<file path="src/rtl/pc_gen.sv">
// rtl/pc_gen.sv - fetch program-counter generator with stall, redirect, trap and fault handling
module pc_gen #(
   parameter int unsigned     XLEN         = 32,
   parameter logic [XLEN-1:0] RESET_VECTOR = XLEN'(32'h0000_0000),
   parameter logic [XLEN-1:0] TRAP_VECTOR  = XLEN'(32'h0000_0100),
   parameter int unsigned     IALIGN       = 4,
   parameter int unsigned     INC_BYTES    = 4,
   parameter int unsigned     CNT_W        = 32
) (
   input  logic             clk,
   input  logic             rst_n,
   input  logic             stall,
   input  logic             redirect_valid,
   input  logic [XLEN-1:0]  redirect_pc,
   input  logic             trap_req,
   input  logic             pc_ready,
   output logic [XLEN-1:0]  pc_current,
   output logic             pc_valid,
   output logic             fault_valid,
   output logic [XLEN-1:0]  fault_addr,
   output logic [CNT_W-1:0] fetch_count
);

   typedef enum logic [1:0] {
      ST_BOOT  = 2'd0,
      ST_RUN   = 2'd1,
      ST_FAULT = 2'd2
   } state_t;

   localparam logic [XLEN-1:0]  ALIGN_MASK = XLEN'(IALIGN - 1);
   localparam logic [XLEN-1:0]  PC_INC     = XLEN'(INC_BYTES);
   localparam logic [CNT_W-1:0] CNT_MAX    = {CNT_W{1'b1}};

   state_t state;
   logic   fetch_accept;
   logic   target_aligned;

   // Only RUN issues fetches; a stall suppresses the request without touching the PC.
   assign pc_valid       = (state == ST_RUN) && !stall;
   assign fetch_accept   = pc_valid && pc_ready;
   assign target_aligned = (redirect_pc & ALIGN_MASK) == '0;

   // State machine owning the PC and the fault record; trap beats redirect beats sequential.
   always_ff @(posedge clk or negedge rst_n) begin
      if (!rst_n) begin
         state       <= ST_BOOT;
         pc_current  <= RESET_VECTOR;
         fault_valid <= 1'b0;
         fault_addr  <= '0;
      end else begin
         case (state)
            ST_BOOT: begin
               if (trap_req) begin
                  pc_current <= TRAP_VECTOR;
               end
               state <= ST_RUN;
            end
            ST_RUN: begin
               if (trap_req) begin
                  pc_current <= TRAP_VECTOR;
               end else if (redirect_valid) begin
                  // Redirects land even under stall; a bad target parks the fetch unit.
                  if (target_aligned) begin
                     pc_current <= redirect_pc;
                  end else begin
                     fault_valid <= 1'b1;
                     fault_addr  <= redirect_pc;
                     state       <= ST_FAULT;
                  end
               end else if (fetch_accept) begin
                  pc_current <= pc_current + PC_INC;
               end
            end
            ST_FAULT: begin
               // Only a trap clears the fault; fault_addr is kept for the handler to read.
               if (trap_req) begin
                  pc_current  <= TRAP_VECTOR;
                  fault_valid <= 1'b0;
                  state       <= ST_RUN;
               end
            end
            default: begin
               state <= ST_BOOT;
            end
         endcase
      end
   end

   // Saturating count of fetches imem actually accepted, including ones that coincide with a redirect.
   always_ff @(posedge clk or negedge rst_n) begin
      if (!rst_n) begin
         fetch_count <= '0;
      end else if (fetch_accept && (fetch_count != CNT_MAX)) begin
         fetch_count <= fetch_count + CNT_W'(1);
      end
   end

endmodule
</file>
<file path="config.mk">
export PLATFORM = sky130hd
export DESIGN_NAME = pc_gen
export DESIGN_NICKNAME = d
export VERILOG_FILES = /design/src/rtl/pc_gen.sv
export SDC_FILE = /design/constraint.sdc
export NUM_CORES = 1
export LEC_CHECK = 0
export CAP_MARGIN = 40
export CORE_MARGIN = 3
export CORE_UTILIZATION = 52
export DETAILED_ROUTE_END_ITERATION = 10
export MAX_ROUTING_LAYER = met4
export PLACE_DENSITY = 0.83
export SKIP_LAST_GASP = 1
export SLEW_MARGIN = 5
export SYNTH_ARGS = -nofsm -noshare
export SYNTH_HDL_FRONTEND = slang
export SYNTH_SLANG_ARGS = --single-unit
</file>
<file path="constraint.sdc">
create_clock -name clk -period 4.1 [get_ports clk]
set_input_delay 1.23 -clock clk [delete_from_list [all_inputs] [get_ports clk]]
set_output_delay 1.23 -clock clk [all_outputs]
set_load 0.05 [all_outputs]
</file>
; After elaboration in Yosys (flattened, before gate mapping)
; Index checks and enable logic that the tools add are counted.
[word_totals]
regBits = 99
output_inout_bits = 98
[classes]
n_addsub = 2
n_eq_ne = 10
mux = 16
bitwise = 2
n_reduce_logical = 13
[op_table]
columns = cell, n
row1 = $mux 32, 5
row2 = $pmux 32 s2, 1
row3 = $add 32x1->32 const B, 1
row4 = $add 32x3->32 const B, 1
row5 = $logic_not 32->1, 1
row6 = $ne 32x32->1 const B, 1
row7 = $reduce_and 4->1, 3
row8 = $mux 2, 4
row9 = $ne 2x2->1 const B, 4
row10 = $ne 4x4->1 const B, 2
row11 = $pmux 2 s3, 1
row12 = $reduce_and 5->1, 1
row13 = $mux 1, 4
row14 = $reduce_bool 2->1, 2
row15 = $logic_and 1x1->1, 3
row16 = $eq 2x1->1 const B, 1
row17 = $eq 2x2->1 const B, 1
row18 = $logic_not 2->1, 1
row19 = $ne 2x1->1 const B, 1
row20 = $not 1->1, 2
row21 = $pmux 1 s2, 1
row22 = $reduce_or 2->1, 1
row23 = $logic_not 1->1, 1

; Depth between registers and ports, before layout
[depth]
ltp_word = 7
mapped_depth = 8
mapped_depth_nobuf = 6

; Least setup slack after synthesis
; Ideal clock, no wire load.
[synth_path]
path_kind = input port to output port
from = in stall
to = out pc_valid
arrival_time_ns = 2.374
setup_slack_ns = 0.496
stages = 1
path_cell_list = nor3b_1
[synth_via]
elab_chain_len = 2
[synth_lines]
columns = element, line
row1 = start: declaration, 12  ; input logic stall,
row2 = $logic_not 1->1, 39  ; assign pc_valid = (state == ST_RUN) && !stall;
row3 = $logic_and 1x1->1, 39
row4 = end: declaration, 18  ; output logic pc_valid,
; Every way passes these cells.

; Final worst setup path
; Same ends and word-level chain as after synthesis.

==> results.sh <==
export IMPL_drc=0
export IMPL_sequentialPowerShare_pct=40.9
export IMPL_power_density_nw_per_um2=460
export IMPL_numCtsBuffers=9
export IMPL_synth_commonest_cells="99 x dfrtp_1, 36 x nand2_1, 33 x nand3_1, 32 x mux2_2, 29 x o21ai_0"
export IMPL_start_util_pct=54.9
export IMPL_setup_viol=0
export IMPL_numPortBuffers=135
export IMPL_die_width_um=103
export IMPL_netlist_top_cells_area="dfrtp_1 51%, mux2_2 7.4%, xnor2_1 5.0%"
export IMPL_clkSinkCount=99
export IMPL_slew_viol_final=0
export IMPL_cts_root_buf="clkbuf_8"
export IMPL_ant_nets=0
export IMPL_worst_pin_slew_ps=851
export IMPL_synthFlopType="dfrtp_1"
export IMPL_hold_path_endpoint="pc_current[0]$_DFFE_PN0P_"
export IMPL_reg2regPathDepth=6
export IMPL_grt_pass1_wl_um=21400
export IMPL_dieArea_um2=10600
export IMPL_cts_tree="done"
export IMPL_synth_top_area_share_pct=50.5
export IMPL_async_flop_share_pct=100
export IMPL_drt_wl_total_um=13000
export IMPL_rsz0062_at_grt="false"
export IMPL_worstHoldStart="pc_current[0]$_DFFE_PN0P_"
export IMPL_arrival_ps=2170
export IMPL_vias=4345
export IMPL_routabilityCongestion=0.922
export IMPL_irDropWorstVdd_mv=0.414
export IMPL_worst_endpoint_required_ps=2870
export IMPL_r2r_slack_ps=1720
export IMPL_synth_warnings=0
export IMPL_max_stage_delay_ps=410
export IMPL_cp_max_fo=2
export IMPL_worstSetupStartpointType="input pin"
export IMPL_whs_path_depth=1
export IMPL_dp_hpwl_um=9660
export IMPL_skew_ps=11.0
export IMPL_reg2reg_to="pc_current[26]$_DFFE_PN0P_"
export IMPL_hold_viol_final=0
export IMPL_post_cts_setup_buffers=0
export IMPL_path_class="in -> out"
export IMPL_yosysMostFrequentCell="dfrtp_1"
export IMPL_power_frac_clock_pct=21.9
export IMPL_pin_count=136
export IMPL_clkTransAtPathRegs_ps=100
export IMPL_synthCells=469
export IMPL_track_usage_pct=26.4
export IMPL_clk_path_buf_depth=2
export IMPL_seq_area_frac_synth_pct=50.5
export IMPL_synth_top_cell_by_area="dfrtp_1"
export IMPL_holdBufCountCts=0
export IMPL_layout_drive_gt1_share_pct=12.0
export IMPL_synth_avg_cell_area_um2=10.5
export IMPL_grt_max_degree=60
export IMPL_combPwrFrac_pct=37.2
export IMPL_synth_area_um2=4900
export IMPL_fin_nets=644
export IMPL_synth_distinct_cells=54
export IMPL_status="finished, final reports clean"
export IMPL_fin_setup_tns_ps=0
export IMPL_power_internal_w=0.00184
export IMPL_diodes=0
export IMPL_cap_violations=0
export IMPL_worst_path_max_delay_cell="clkdlybuf4s50_1"
export IMPL_vias_per_cell=6.06
export IMPL_relSlewSlack_pct=42.9
export IMPL_switching_share_pct=39.5
export IMPL_syn_to_final_growth_pct=34.5
export IMPL_fp_coreArea_um2=8930
export IMPL_wl_per_cell_um=18.2
export IMPL_worstSetupEndpointType="output pin"
export IMPL_grt_antenna_before_repair=0
export IMPL_firstDrtPassIters=5
export IMPL_holdCritPathClass="reg -> reg"
export IMPL_grt_overflow=0
export IMPL_synth_edf_count=0
export IMPL_die_h_um=103
export IMPL_grt_pass1_vias=4246
export IMPL_clkLatencyLatePin_ps=370
export IMPL_ys_ff_latch=99
export IMPL_htree_levels=3
export IMPL_leakagePower_nw=2.65
export IMPL_fin_crit_ps=3400
export IMPL_fin_crit_sh_pct=82.9
export IMPL_finalPower_w=0.00303
export IMPL_first_iter_violations=266
export IMPL_crit_chain="clkdlybuf4s50_1 -> nor3b_1 -> buf_12"
export IMPL_fp_row_count=34
export IMPL_r2r_start="pc_current[2]$_DFFE_PN0P_"
export IMPL_syn_nets=509
export IMPL_p_switching_w=0.00120
export IMPL_fmax_ghz=0.294
export IMPL_cts_repair_resized=0
cell usage in the layout, fill, tap and decap left out, drive strengths merged, types with 11 or more instances in the layout:
| cell | instances |
|---|---|
| o311ai | 12 |
| clkbuf | 11 |
| nand4 | 28 |
| clkdlybuf4s50 | 133 |
| nor2 | 27 |
| nand2 | 37 |
| xnor2 | 28 |
| dfrtp | 99 |
| nand3 | 33 |
| mux2 | 34 |
| o21ai | 30 |
| a21oi | 18 |
| buf | 13 |
how the worst max path moves through the flow:
| stage | from | end | slack (ps) |
|---|---|---|---|
| final | stall | pc_valid | 700 |
| after global routing | stall | pc_valid | 630 |
| after CTS | stall | pc_valid | 680 |
| after detailed placement | stall | pc_current[8]$_DFFE_PN0P_ | 690 |
| after global placement | stall | pc_valid | 700 |
| after floorplan | stall | pc_valid | 500 |
stage by stage:
step / hold WS (ps) / cells / instance area, um^2 / util, % / setup WS (ps)
3_3_place_gp: 471 / 699 / 6370 / 71.3 / 703
3_5_place_dp: 472 / 701 / 6380 / 71.5 / 691
6_report: 491 / 717 / 6600 / 73.8 / 700
4_1_cts: 499 / 717 / 6600 / 73.8 / 683
5_1_grt: 518 / 717 / 6600 / 73.8 / 629
2_1_floorplan: 517 / 469 / 4900 / - / 496
layout make-up:
type                            instances  area [um^2]
Multi-Input combinational cell        341         2300
Fill cell                             648         2340
Tap cell                              108          135
Sequential cell                        99         2480
Inverter                                7         26.3
Clock buffer                           11          151
Timing Repair Buffer                  146         1450
Clock inverter                          5         60.1
routing by layer:
| layer | GRT usage, % | vias to the layer above | share of wire, % | routed length, um |
|---|---|---|---|---|
| li1 | - | 2010 | - | - |
| met1 | 36.2 | 2150 | 43 | 5640 |
| met3 | 3.18 | 18 | 5.7 | 747 |
| met5 | - | - | 0 | 0 |
| met2 | 40.7 | 167 | 49 | 6390 |
| met4 | 9.46 | 0 | 2.0 | 259 |
sequential cells by signal, indices dropped and copies added (netlist names):
signal and flops:
state 2, fault_addr 32, fault_valid 1, pc_current 32
fetch_count 32
logic make-up after synthesis:
group	synth area share (%)
and+or+nand+nor	21.1
DFF	50.5
AOI/OAI and AO/OA	11.3
muxes	8.22
xor gates and xnor gates	5.54
buffers and inverters	2.78
adders and majority gates	0.510
critical path, delay by kind of cell:
kind,cells,cell delay (ps)
buf+inv,2,600
simple gates,1,340
power by group through the flow:
stage / Sequential, W / Clock [W] / Combinational (W)
global route: 0.00126 / 0.000710 / 0.00118
CTS: 0.00124 / 0.000674 / 0.00114
detailed placement: 0.00126 / 0 / 0.00113
finish: 0.00124 / 0.000666 / 0.00113
global placement: 0.00124 / 0 / 0.00111
floorplan: 0.00172 / 0 / 0.000228
No activity file was read; power rests on OpenSTA's default activity.
